<file path="src/rtl/nibble_serial_add_ctrl_pkg.sv">
// Shared definitions for the nibble-serial add/subtract sequencer.
// Holds the FSM state encoding, the nibble width and the index-width helper.
package nibble_serial_add_ctrl_pkg;

    localparam int unsigned NIB_W = 4;

    typedef enum logic [1:0] {
        IDLE = 2'd0,
        RUN  = 2'd1,
        DONE = 2'd2
    } state_t;

    // Index counter width: $clog2(n), but never below one bit.
    function automatic int unsigned idx_width(input int unsigned n);
        return (n <= 1) ? 1 : $clog2(n);
    endfunction

endpackage

</file>
<file path="src/rtl/nibble_serial_add_ctrl_parallel_adder.sv">
// 4-bit ripple-style parallel adder: sum and carry-out of a + b + cin.
// Time-shared by the sequencer, one nibble per clock.
module parallel_adder
    import nibble_serial_add_ctrl_pkg::*;
(
    input  logic [NIB_W-1:0] a,
    input  logic [NIB_W-1:0] b,
    input  logic             cin,
    output logic [NIB_W-1:0] sum,
    output logic             carry
);

    logic [NIB_W:0] total;

    assign total = {1'b0, a} + {1'b0, b} + {{NIB_W{1'b0}}, cin};
    assign sum   = total[NIB_W-1:0];
    assign carry = total[NIB_W];

endmodule

</file>
<file path="src/rtl/nibble_serial_add_ctrl.sv">
// Sequencer adding/subtracting two WIDTH-bit operands through one 4-bit adder,
// LSB nibble first, with the carry registered between nibbles.
module nibble_serial_add_ctrl
    import nibble_serial_add_ctrl_pkg::*;
#(
    parameter int unsigned WIDTH = 16
)
(
    input  logic             clk,
    input  logic             rst,
    input  logic             start,
    input  logic             sub,
    input  logic [WIDTH-1:0] op_a,
    input  logic [WIDTH-1:0] op_b,
    input  logic             cin,
    output logic             busy,
    output logic             done,
    output logic [WIDTH-1:0] sum,
    output logic             cout
);

    localparam int unsigned N  = WIDTH / NIB_W;
    localparam int unsigned IW = idx_width(N);

    state_t           state_q;
    state_t           state_d;
    logic [IW-1:0]    idx_q;
    logic             carry_q;
    logic [WIDTH-1:0] a_q;
    logic [WIDTH-1:0] b_q;
    logic [WIDTH-1:0] sum_q;
    logic             cout_q;

    logic             accept;
    logic             step;
    logic             last;
    logic [NIB_W-1:0] nib_a;
    logic [NIB_W-1:0] nib_b;
    logic [NIB_W-1:0] add_s;
    logic             add_c;

    assign last = (idx_q == IW'(N - 1));

    always_ff @(posedge clk) begin
        if (rst) begin
            state_q <= IDLE;
        end else begin
            state_q <= state_d;
        end
    end

    always_comb begin
        state_d = state_q;
        accept  = 1'b0;
        step    = 1'b0;
        busy    = 1'b0;
        done    = 1'b0;
        case (state_q)
            IDLE: begin
                if (start) begin
                    accept  = 1'b1;
                    state_d = RUN;
                end
            end
            RUN: begin
                busy = 1'b1;
                step = 1'b1;
                if (last) begin
                    state_d = DONE;
                end
            end
            DONE: begin
                done    = 1'b1;
                state_d = IDLE;
            end
            default: state_d = IDLE;
        endcase
    end

    // Nibble select as a decoded mux so the index never drives a variable part-select.
    always_comb begin
        nib_a = '0;
        nib_b = '0;
        for (int unsigned i = 0; i < N; i++) begin
            if (idx_q == IW'(i)) begin
                nib_a = a_q[i*NIB_W +: NIB_W];
                nib_b = b_q[i*NIB_W +: NIB_W];
            end
        end
    end

    parallel_adder u_adder (
        .a     (nib_a),
        .b     (nib_b),
        .cin   (carry_q),
        .sum   (add_s),
        .carry (add_c)
    );

    always_ff @(posedge clk) begin
        if (rst) begin
            idx_q   <= '0;
            carry_q <= 1'b0;
            a_q     <= '0;
            b_q     <= '0;
            sum_q   <= '0;
            cout_q  <= 1'b0;
        end else if (accept) begin
            // Subtraction is a + ~b + 1, so invert B at capture and force carry-in.
            a_q     <= op_a;
            b_q     <= sub ? ~op_b : op_b;
            carry_q <= sub | cin;
            idx_q   <= '0;
        end else if (step) begin
            for (int unsigned i = 0; i < N; i++) begin
                if (idx_q == IW'(i)) begin
                    sum_q[i*NIB_W +: NIB_W] <= add_s;
                end
            end
            carry_q <= add_c;
            idx_q   <= idx_q + 1'b1;
            if (last) begin
                cout_q <= add_c;
            end
        end
    end

    assign sum  = sum_q;
    assign cout = cout_q;

endmodule

</file>
<file path="config.mk">
export PLATFORM = sky130hd
export DESIGN_NAME = nibble_serial_add_ctrl
export DESIGN_NICKNAME = d
export VERILOG_FILES = /design/src/rtl/nibble_serial_add_ctrl_pkg.sv /design/src/rtl/nibble_serial_add_ctrl_parallel_adder.sv /design/src/rtl/nibble_serial_add_ctrl.sv
export SDC_FILE = /design/constraint.sdc
export NUM_CORES = 1
export LEC_CHECK = 0
export CAP_MARGIN = 5
export CORE_ASPECT_RATIO = 0.75
export CORE_MARGIN = 2
export CORE_UTILIZATION = 50
export CTS_CLUSTER_DIAMETER = 120
export DETAILED_ROUTE_END_ITERATION = 10
export PLACE_DENSITY = 0.79
export SYNTH_ARGS = -nofsm -noshare
export SYNTH_HDL_FRONTEND = slang
export SYNTH_SLANG_ARGS = --single-unit
</file>
<file path="constraint.sdc">
create_clock -name clk -period 3.9 [get_ports clk]
set_input_delay 0.78 -clock clk [delete_from_list [all_inputs] [get_ports clk]]
set_output_delay 0.78 -clock clk [all_outputs]
set_load 0.005 [all_outputs]
</file>
==> qor.yml, run 1 <==
detailed_routing:
  postRouteAntennaNets: 0
  routed_wl_um: 5450
  drt_iter0_drc: 98
  num_vias: 2167
  wl_per_cell_um: 13.4
  drc: 0
  first_pass_iters: 4
  vias_per_cell: 5.35
synthesis:
  synth_seq_cells: 54
  yosys.area.top_type_share_pct: 41.5
  yosys.area.top_type: "dfxtp_1"
  yosys.cell_types.count: 33
  synth.most_common_cell: "dfxtp_1"
  yosysWarnings: 0
  synth_cells: 308
  synth_edf_count: 0
  yosys-top-cells-count: "dfxtp_1 (54), nand2_1 (44), a21oi_1 (35)"
  syn_area_um2: 2610
  synthFlopType: "dfxtp_1"
  ys_seq_area_share_pct: 41.5
  ys_async_sr_fraction_pct: 0
  yosys-top-cells-area: "dfxtp_1 (41%), a21oi_1 (6.7%), nand2_1 (6.3%)"
  synth_nets: 354
  avgSynthCellArea_um2: 8.47
global_route:
  grt_pass1_vias: 1972
  grt_pass1_wl_um: 9160
  track_usage_pct: 20.3
  antenna_found_initial: 0
  grt_max_degree: 43
  grt_overflow: 0
clocking:
  ctsHoldBuffers: 0
  clock_latency_ns: 0.31
  clkTransAtPathRegs_ns: 0.09
  root_buffer: "clkbuf_8"
  cts_resized: 0
  cts_made_buffers: 5
  htreeDepth: 2
  cts_tree: "yes"
  cts_setup_buffers: 0
  ctsLongestPathBuffers: 2
  cts.sinks: 54
run_status:
  outcome: "completed"
timing:
  hold_viol: 0
  skew_ns: 0.00844
  maxSlewViolCount: 0
  setup_violations: 0
  fmax_mhz: 359
  worstMarginPinSlew_ns: 0.928
  slew-limit-headroom_pct: 38.2
  layout_min_cycle_time_ns: 2.78
  fin_crit_sh_pct: 71.4
  hold_slack_ns: 0.461
  fin_setup_tns_ns: 0
  rsz0062_at_grt: "no"
floorplan:
  die_x_um: 87.4
  fp-row-count: 22
  coreArea_um2: 4950
  ios: 56
  chipHeight_um: 66.5
  initial_core_util_pct: 52.6
  die_area_um2: 5810
critical_path:
  cp_num_buf_inv: 1
  critical_path_class: "reg2reg"
  end_kind: "flip-flop"
  crit_slowest_cell: "ha_1"
  cp_top_family: "adder cells"
  crit_fanout: 17
  cp.required_ns: 4.08
  startpoint_type: "flip-flop"
  path_cells: "ha_1 -> a21oi_1 -> o21ai_0 -> a22oi_1 -> fa_1 -> inv_1 -> fa_1 -> a21o_1 -> a21oi_1 -> a2111oi_0"
  critical_path_arrival_ns: 2.97
  cpPeakStageDelay_ns: 0.54
flow_run:
  maxCapViolations: 0
placement:
  place_area_um2: 3100
  port_buffers: 55
  gp_congestion: 0.842
  dp_hpwl_um: 4020
finish:
  stdcell_area_um2: 3190
  antenna_cells: 0
  layout-drive-gt1-share_pct: 4.35
  fillers: 443
  fin_util_pct: 64.3
  fin_nets: 390
  area_growth_pct: 22.2
power:
  powerDensity_nw_per_um2: 357
  leakage_nw: 1.15
  total_power_mw: 1.14
  ir_drop_v: 0.000197
min_path:
  min_path_type: "reg2reg"
report_power, final:
part	switching, mW	internal (mW)
Sequential	0.0187	0.585
Combinational	0.116	0.109
Clock	0.181	0.127
cell usage in the layout (no fill, tap or decap), types with 5 or more instances in the layout:
master	n
dfxtp_1	54
clkdlybuf4s50_1	54
nand2_1	44
a21oi_1	35
nor2_1	31
a211oi_1	21
xnor2_1	14
inv_1	12
o21ai_0	8
ha_1	7
a22o_1	6
mux2i_1	5
nand2b_1	5
clkbuf_8	5
logic make-up after synthesis:
logic type / count (synthesis) / synth area share (%)
buffers and inverters: 40 / 7.44
DFF: 54 / 41.5
xor gates and xnor gates: 18 / 6.05
and+or+nand+nor: 99 / 17.2
AOI/OAI and AO/OA: 83 / 21.1
adders and majority gates: 9 / 4.89
muxes: 5 / 1.92
per-layer routing:
layer / vias up / share of wire (%) / track usage (%)
li1: 1119 / - / -
met1: 975 / 49 / 27.7
met2: 60 / 44 / 30.8
met3: 13 / 4.9 / 4.09
met4: 0 / 2.1 / 9.04
met5: - / 0 / 0
tightest hold or removal path, stage by stage (launching register included):
cell and delay (ns):
dfxtp_1 0.32, nand2_1 0.05, a21oi_1 0.05
per-stage QoR:
step,std cells,worst slack (ns)
after detailed placement,397,1.12
after CTS,405,1.10
after global routing,405,0.887
final,405,1.12
after global placement,397,1.30
after floorplan,308,1.33
path summary, 6_finish.rpt:
path | startpoint | end | slack, ns | cells after the start
setup / recovery | idx_q[0] | carry_q | 1.12 | 10
hold / removal | a_q[0] | a_q[0] | 0.46 | 2
setup reg to reg | idx_q[0] | carry_q | 1.12 | 10
hold reg to reg | a_q[0] | a_q[0] | 0.46 | 2
state kept, by name (all words and copies together) (netlist names):
register and flops:
sum 16, carry_q 1, cout 1, idx_q 2
state_q 2, a_q 16, b_q 16
layout make-up:
| class | count | area (um^2) | area share (%) |
|---|---|---|---|
| Multi-Input combinational cell | 214 | 1340 | 42.0 |
| Inverter | 12 | 45.0 | 1.41 |
| Clock inverter | 2 | 13.8 | 0.432 |
| Timing Repair Buffer | 57 | 561 | 17.6 |
| Tap cell | 60 | 75.1 | 2.36 |
| Sequential cell | 54 | 1080 | 33.9 |
| Clock buffer | 6 | 72.6 | 2.28 |
(Power assumes the default switching activity.)
==> run 2, diff against run 1 <==
CORE_UTILIZATION = 46   (was 50)
PLACE_DENSITY = 0.76   (was 0.79)
clock period = 2.3 ns   (was 3.9 ns; I/O delays follow)
==> run 2 against run 1 <==
  * Worst setup slack got worse by 1.1 ns
  * Total power increased by 87%
  * Final area increased by 12%
  * Final cell count increased by 8.4%
  * Core utilization increased by 1.5 points
  * Clock skew decreased by 0.0028 ns
  * Combinational power increased by 110%
  * Global-route usage decreased by 2.5 points
  * Non-clock buffer count increased by 19
  * Critical path type unchanged
  * Largest power group unchanged
==> qor.yml, run 2 (synthesized netlist as in run 1, its figures left out) <==
clocking:
  htreeDepth: 2  # unchanged
  cts.sinks: 54  # unchanged
  clock_latency_ns: 0.31  # about the same
  cts_made_buffers: 5  # unchanged
  ctsLongestPathBuffers: 2  # unchanged
  cts_tree: "yes"
  clkTransAtPathRegs_ns: 0.10  # about the same
  root_buffer: "clkbuf_8"
placement:
  place_area_um2: 3230  # +4.2%
  dp_slack_ns: -0.0551  # -1.17 ns
  gp_congestion: 0.761  # -9.6%
  dp_hpwl_um: 4120  # +2.5%
  port_buffers: 55  # unchanged
min_path:
  holdPathEnd: "a_q[8]"
  min_path_type: "reg2reg"
  min_path_cells: 2  # unchanged
  min_from: "a_q[8]"
critical_path:
  end_kind: "flip-flop"
  r2r_end: "cout"
  crit_fanout: 8  # -9
  cpPeakStageDelay_ns: 0.41  # -0.13 ns
  startpoint_type: "flip-flop"
  cp_num_buf_inv: 2  # +1
  cp_top_family: "compound AO/OA/AOI/OAI gates"
  crit-reg2reg-launch: "idx_q[0]"
  reg2reg_depth: 11  # +1
  cp.required_ns: 2.49  # -1.59 ns
  path_cells: "inv_4 -> ha_4 -> a21oi_2 -> o21ai_2 -> a22oi_2 -> fa_2 -> inv_2 -> fa_2 -> a21o_1 -> a21oi_2 -> a211oi_2"
  rrSetupSlack_ns: 0.005  # -1.11 ns
  cp.depth: 11  # +1
  critical_path_class: "reg2reg"
  critical_path_arrival_ns: 2.48  # -0.49 ns
  crit_slowest_cell: "dfxtp_4"
global_route:
  antenna_found_initial: 0  # unchanged
  grt_overflow: 0  # unchanged
  track_usage_pct: 17.8  # -2.5 points
  grt_pass1_vias: 2067  # +4.8%
  grt_pass1_wl_um: 9310  # +1.7%
  grt_max_degree: 43  # unchanged
finish:
  area_growth_pct: 36.6
  fin_nets: 409  # +4.9%
  layout-drive-gt1-share_pct: 18.4  # +14 points
  layout_commonest_cell: "clkdlybuf4s50_1"
  antenna_cells: 0  # unchanged
  final_cell_mix: "clkdlybuf4s50_1 (54), dfxtp_1 (52), nand2_1 (43), nor2_1 (30), a21oi_1 (26)"
  stdcell_area_um2: 3560  # +12%
timing:
  slew-limit-headroom_pct: 71.8  # +34 points
  setup_slack_ns: 0.00480  # -1.11 ns
  skew_ns: 0.00564  # -0.00280 ns
  rsz0062_at_grt: "yes"
  hold_viol: 0  # unchanged
  fmax_mhz: 436  # +21%
  maxSlewViolCount: 0  # unchanged
  fin_crit_sh_pct: 99.8  # +28 points
  layout_min_cycle_time_ns: 2.30  # -0.489 ns
  setup_violations: 0  # unchanged
  worstMarginPinSlew_ns: 0.424  # -0.504 ns
  fin_setup_tns_ns: 0  # unchanged
power:
  leakage_nw: 1.28  # +11%
  powerDensity_nw_per_um2: 599  # +68%
  ir_drop_v: 0.000308  # +57%
detailed_routing:
  postRouteAntennaNets: 0  # unchanged
  wl_per_cell_um: 13.5  # +0.73%
  vias_per_cell: 5.15  # -3.7%
  num_vias: 2262  # +4.4%
  drt_iter0_drc: 105  # +7.1%
  drc: 0  # unchanged
  routed_wl_um: 5950  # +9.2%
  first_pass_iters: 4  # unchanged
floorplan:
  initial_core_util_pct: 48.2  # -4.4 points
  fp-row-count: 23  # +4.5%
  die_area_um2: 6290  # +8.2%
  die_x_um: 90.9  # +4.1%
  ios: 56  # unchanged
  chipHeight_um: 69.2  # +4.0%
  coreArea_um2: 5410  # +9.2%
flow_run:
  maxCapViolations: 0  # unchanged
run_status:
  outcome: "completed"
==> run 2: changes by cell type in the layout (fill, tap and decap cells not counted), sizes merged <==
cell | before | now
buf | 3 | 22
bufinv | 0 | 1
clkinvlp | 0 | 1
clkinv | 2 | 0
==> run 2: repair_timing <==
action                     in CTS  in global routing
gates resized for setup         5                 32
hold buffers                    0                  0
hold endpoints to repair        0                  0
gates cloned                    0                  0
setup buffers                   0                 10
pin swaps                       0                 19
setup endpoints to repair       7                 14
==> run 2: worst max-delay path by stage <==
stage | start | to | slack, ns
2_1_floorplan | idx_q[0] | carry_q | -0.002
3_3_place_gp | idx_q[0] | sum[6] | 0.04
3_5_place_dp | idx_q[0] | sum[2] | -0.06
4_1_cts | idx_q[0] | cout | 0.001
5_1_grt | idx_q[0] | cout | -0.13
6_report | idx_q[0] | cout | 0.005
==> run 2: worst register-to-register path: stages (launching register included) <==
cell	delay, ns
dfxtp_4	0.41
inv_4	0.06
ha_4	0.19
a21oi_2	0.13
o21ai_2	0.07
a22oi_2	0.17
fa_2	0.25
inv_2	0.04
fa_2	0.37
a21o_1	0.21
a21oi_2	0.20
a211oi_2	0.09
==> run 2: power by group <==
| part | internal, mW | switching, mW | total, mW |
|---|---|---|---|
| clock network | 0.325 | 0.310 | 0.635 |
| registers | 0.991 | 0.0382 | 1.03 |
| logic | 0.244 | 0.224 | 0.468 |
==> run 2: cell type report <==
class	instances	area [um^2]
clock buffers	6	72.6
inverters	12	50.0
flip-flops and latches	54	1090
multi-input cells	214	1500
fillers	448	1850
clock inverters	2	37.5
repair buffers	76	719
well taps	75	93.8
==> run 2: metal layers <==
layer	share of wire [%]	track usage, %	vias to the layer above
li1	-	-	1156
met1	48	24.2	1034
met2	46	29.0	62
met3	4.9	3.48	10
met4	0.86	4.71	0
met5	0	0	-
==> run 2: metrics by stage <==
step	hold WS [ns]	utilization (%)	power, mW	cells
floorplan	0.436	-	1.31	308
global placement	0.446	59.7	1.44	421
detailed placement	0.448	59.7	1.45	421
CTS	0.461	62.3	2.08	429
global route	0.492	65.8	2.22	439
finish	0.459	65.8	2.13	439
==> run 3, diff against run 2 <==
SETUP_SLACK_MARGIN = 0.15   (was default)
==> run 3 against run 2 <==
  * Final cell count is 0.23% higher
  * Total power is 1.2% lower
  * Register-to-register slack better by 0.04 ns
  * Critical path depth is the same
  * Flip-flop and latch count did not move
  * Via count decreased by 0.40%
  * Final area rose by 0.18%
  * Combinational power down 2%
  * Critical path type unchanged
  * Sequential power about the same
  * Die area is the same
  * Worst hold slack worse by 0.00054 ns
==> qor.yml, run 3 (synthesized netlist as in run 1, its figures left out) <==
placement:
  dp_slack_ns: -0.151  # -0.0958 ns
  dp_hpwl_um: 4240  # +3.0%
  gp_congestion: 0.796  # +4.5%
  port_buffers: 55  # unchanged
floorplan:
  initial_core_util_pct: 48.2  # unchanged
  die_area_um2: 6290  # unchanged
  coreArea_um2: 5410  # unchanged
  chipHeight_um: 69.2  # unchanged
  fp-row-count: 23  # unchanged
  ios: 56  # unchanged
  die_x_um: 90.9  # unchanged
finish:
  layout_commonest_cell: "clkdlybuf4s50_1"
  area_growth_pct: 36.8
  antenna_cells: 0  # unchanged
  fin_nets: 410  # +0.24%
  final_cell_mix: "clkdlybuf4s50_1 (54), dfxtp_1 (52), nand2_1 (43), nor2_1 (30), a21oi_1 (25)"
  layout-drive-gt1-share_pct: 18.6  # +0.22 points
  fillers: 474  # +5.8%
clocking:
  cts.sinks: 54  # unchanged
  clock_latency_ns: 0.30  # about the same
  cts_tree: "yes"
  ctsLongestPathBuffers: 2  # unchanged
  clkTransAtPathRegs_ns: 0.09  # about the same
  cts_made_buffers: 5  # unchanged
  htreeDepth: 2  # unchanged
  root_buffer: "clkbuf_8"
detailed_routing:
  num_vias: 2253  # -0.40%
  vias_per_cell: 5.12  # -0.62%
  drt-met1-wl_um: 2900  # +2.1%
  first_pass_iters: 4  # unchanged
  routed-wl-met2_um: 2710  # -1.6%
  top_layer: "met4"
  wl_per_cell_um: 13.6  # +0.70%
  postRouteAntennaNets: 0  # unchanged
  routed_wl_um: 6000  # +0.93%
  drt_iter0_drc: 164  # +56%
  drc: 0  # unchanged
  wl_met3_um: 309  # +6.6%
timing:
  setup_violations: 0  # unchanged
  layout_min_cycle_time_ns: 2.25  # -0.0427 ns
  hold_viol: 0  # unchanged
  rsz0062_at_grt: "yes"
  skew_ns: 0.00725  # +0.00161 ns
  maxSlewViolCount: 0  # unchanged
  setup_slack_ns: 0.0475  # +0.0427 ns
  fin_setup_tns_ns: 0  # unchanged
  fmax_mhz: 444  # +1.9%
  fin_crit_sh_pct: 97.9  # -1.9 points
  worstMarginPinSlew_ns: 0.404  # -0.0199 ns
  slew-limit-headroom_pct: 73.1  # +1.3 points
critical_path:
  critical_path_class: "reg2reg"
  r2r_end: "carry_q"
  cp.required_ns: 2.50  # about the same
  cp-startpoint: "idx_q[0]"
  crit-reg2reg-launch: "idx_q[0]"
  rrSetupSlack_ns: 0.05  # +0.04 ns
  crit_end: "carry_q"
  critical_path_arrival_ns: 2.45  # -0.03 ns
  crit_fanout: 4  # -4
  end_kind: "flip-flop"
  reg2reg_depth: 11  # unchanged
  startpoint_type: "flip-flop"
global_route:
  grt_pass1_vias: 2158  # +4.4%
  grt_pass1_wl_um: 10200  # +9.7%
  grt_max_degree: 43  # unchanged
  track_usage_pct: 19.7  # +1.9 points
  antenna_found_initial: 0  # unchanged
  grt_overflow: 0  # unchanged
power:
  ir_drop_v: 0.000388  # +26%
  powerDensity_nw_per_um2: 590  # -1.4%
  leakage_nw: 1.28  # +0.62%
run_status:
  outcome: "completed"
flow_run:
  maxCapViolations: 0  # unchanged
min_path:
  min_path_type: "reg2reg"
## run 3: through the flow
stage          cell area, um^2  power (mW)  util (%)  hold WS (ns)  instances
2_1_floorplan             2680        1.31         -         0.436        308
3_3_place_gp              3230        1.44      59.7         0.447        421
3_5_place_dp              3230        1.45      59.7         0.449        421
4_1_cts                   3490        2.09      64.5         0.462        438
5_1_grt                   3570        2.21      65.9         0.485        440
6_report                  3570        2.11      65.9         0.459        440
## run 3: repair_timing
| action | CTS | global route |
|---|---|---|
| gates resized for setup | 24 | 17 |
| endpoints found under the setup margin | 14 | 14 |
| setup buffers | 9 | 2 |
| hold buffers | 0 | 0 |
| pin swaps | 15 | 13 |
## run 3: per-layer routing
metal,GRT usage [%],up-vias
li1,-,1160
met1,28.0,1015
met2,29.7,70
met3,4.67,8
met4,5.89,0
met5,0,-
## run 3: final cells by class
type	count	area, um^2	area share [%]
Timing Repair Buffer	77	738	20.7
Tap cell	75	93.8	2.63
Inverter	12	50.0	1.40
Clock inverter	1	30.0	0.842
Clock buffer	7	76.3	2.14
Multi-Input combinational cell	214	1490	41.8
Sequential cell	54	1090	30.5
## run 3: worst min-delay path by stage
stage	start	endpoint	slack, ns	cells after the start
final	a_q[11]	a_q[11]	0.46	2
after global routing	a_q[13]	a_q[13]	0.48	2
after CTS	a_q[11]	a_q[11]	0.46	2
after detailed placement	a_q[11]	a_q[11]	0.45	2
after global placement	a_q[8]	a_q[8]	0.45	2
after floorplan	a_q[10]	a_q[10]	0.44	2
## run 3: power breakdown
part / switching (mW) / total, mW / internal [mW]
clock: 0.290 / 0.616 / 0.326
sequential: 0.0402 / 1.03 / 0.991
combinational: 0.221 / 0.459 / 0.238
total: 0.551 / 2.11 / 1.55
## run 3: worst max-delay path, stage by stage, from the launching register on
cell,delay [ns]
dfxtp_4,0.38
inv_4,0.08
ha_4,0.15
nand2_2,0.06
o21ai_2,0.16
a22oi_2,0.08
fa_2,0.39
inv_2,0.07
fa_2,0.21
a21o_1,0.14
a21oi_2,0.06
a2111oi_2,0.35
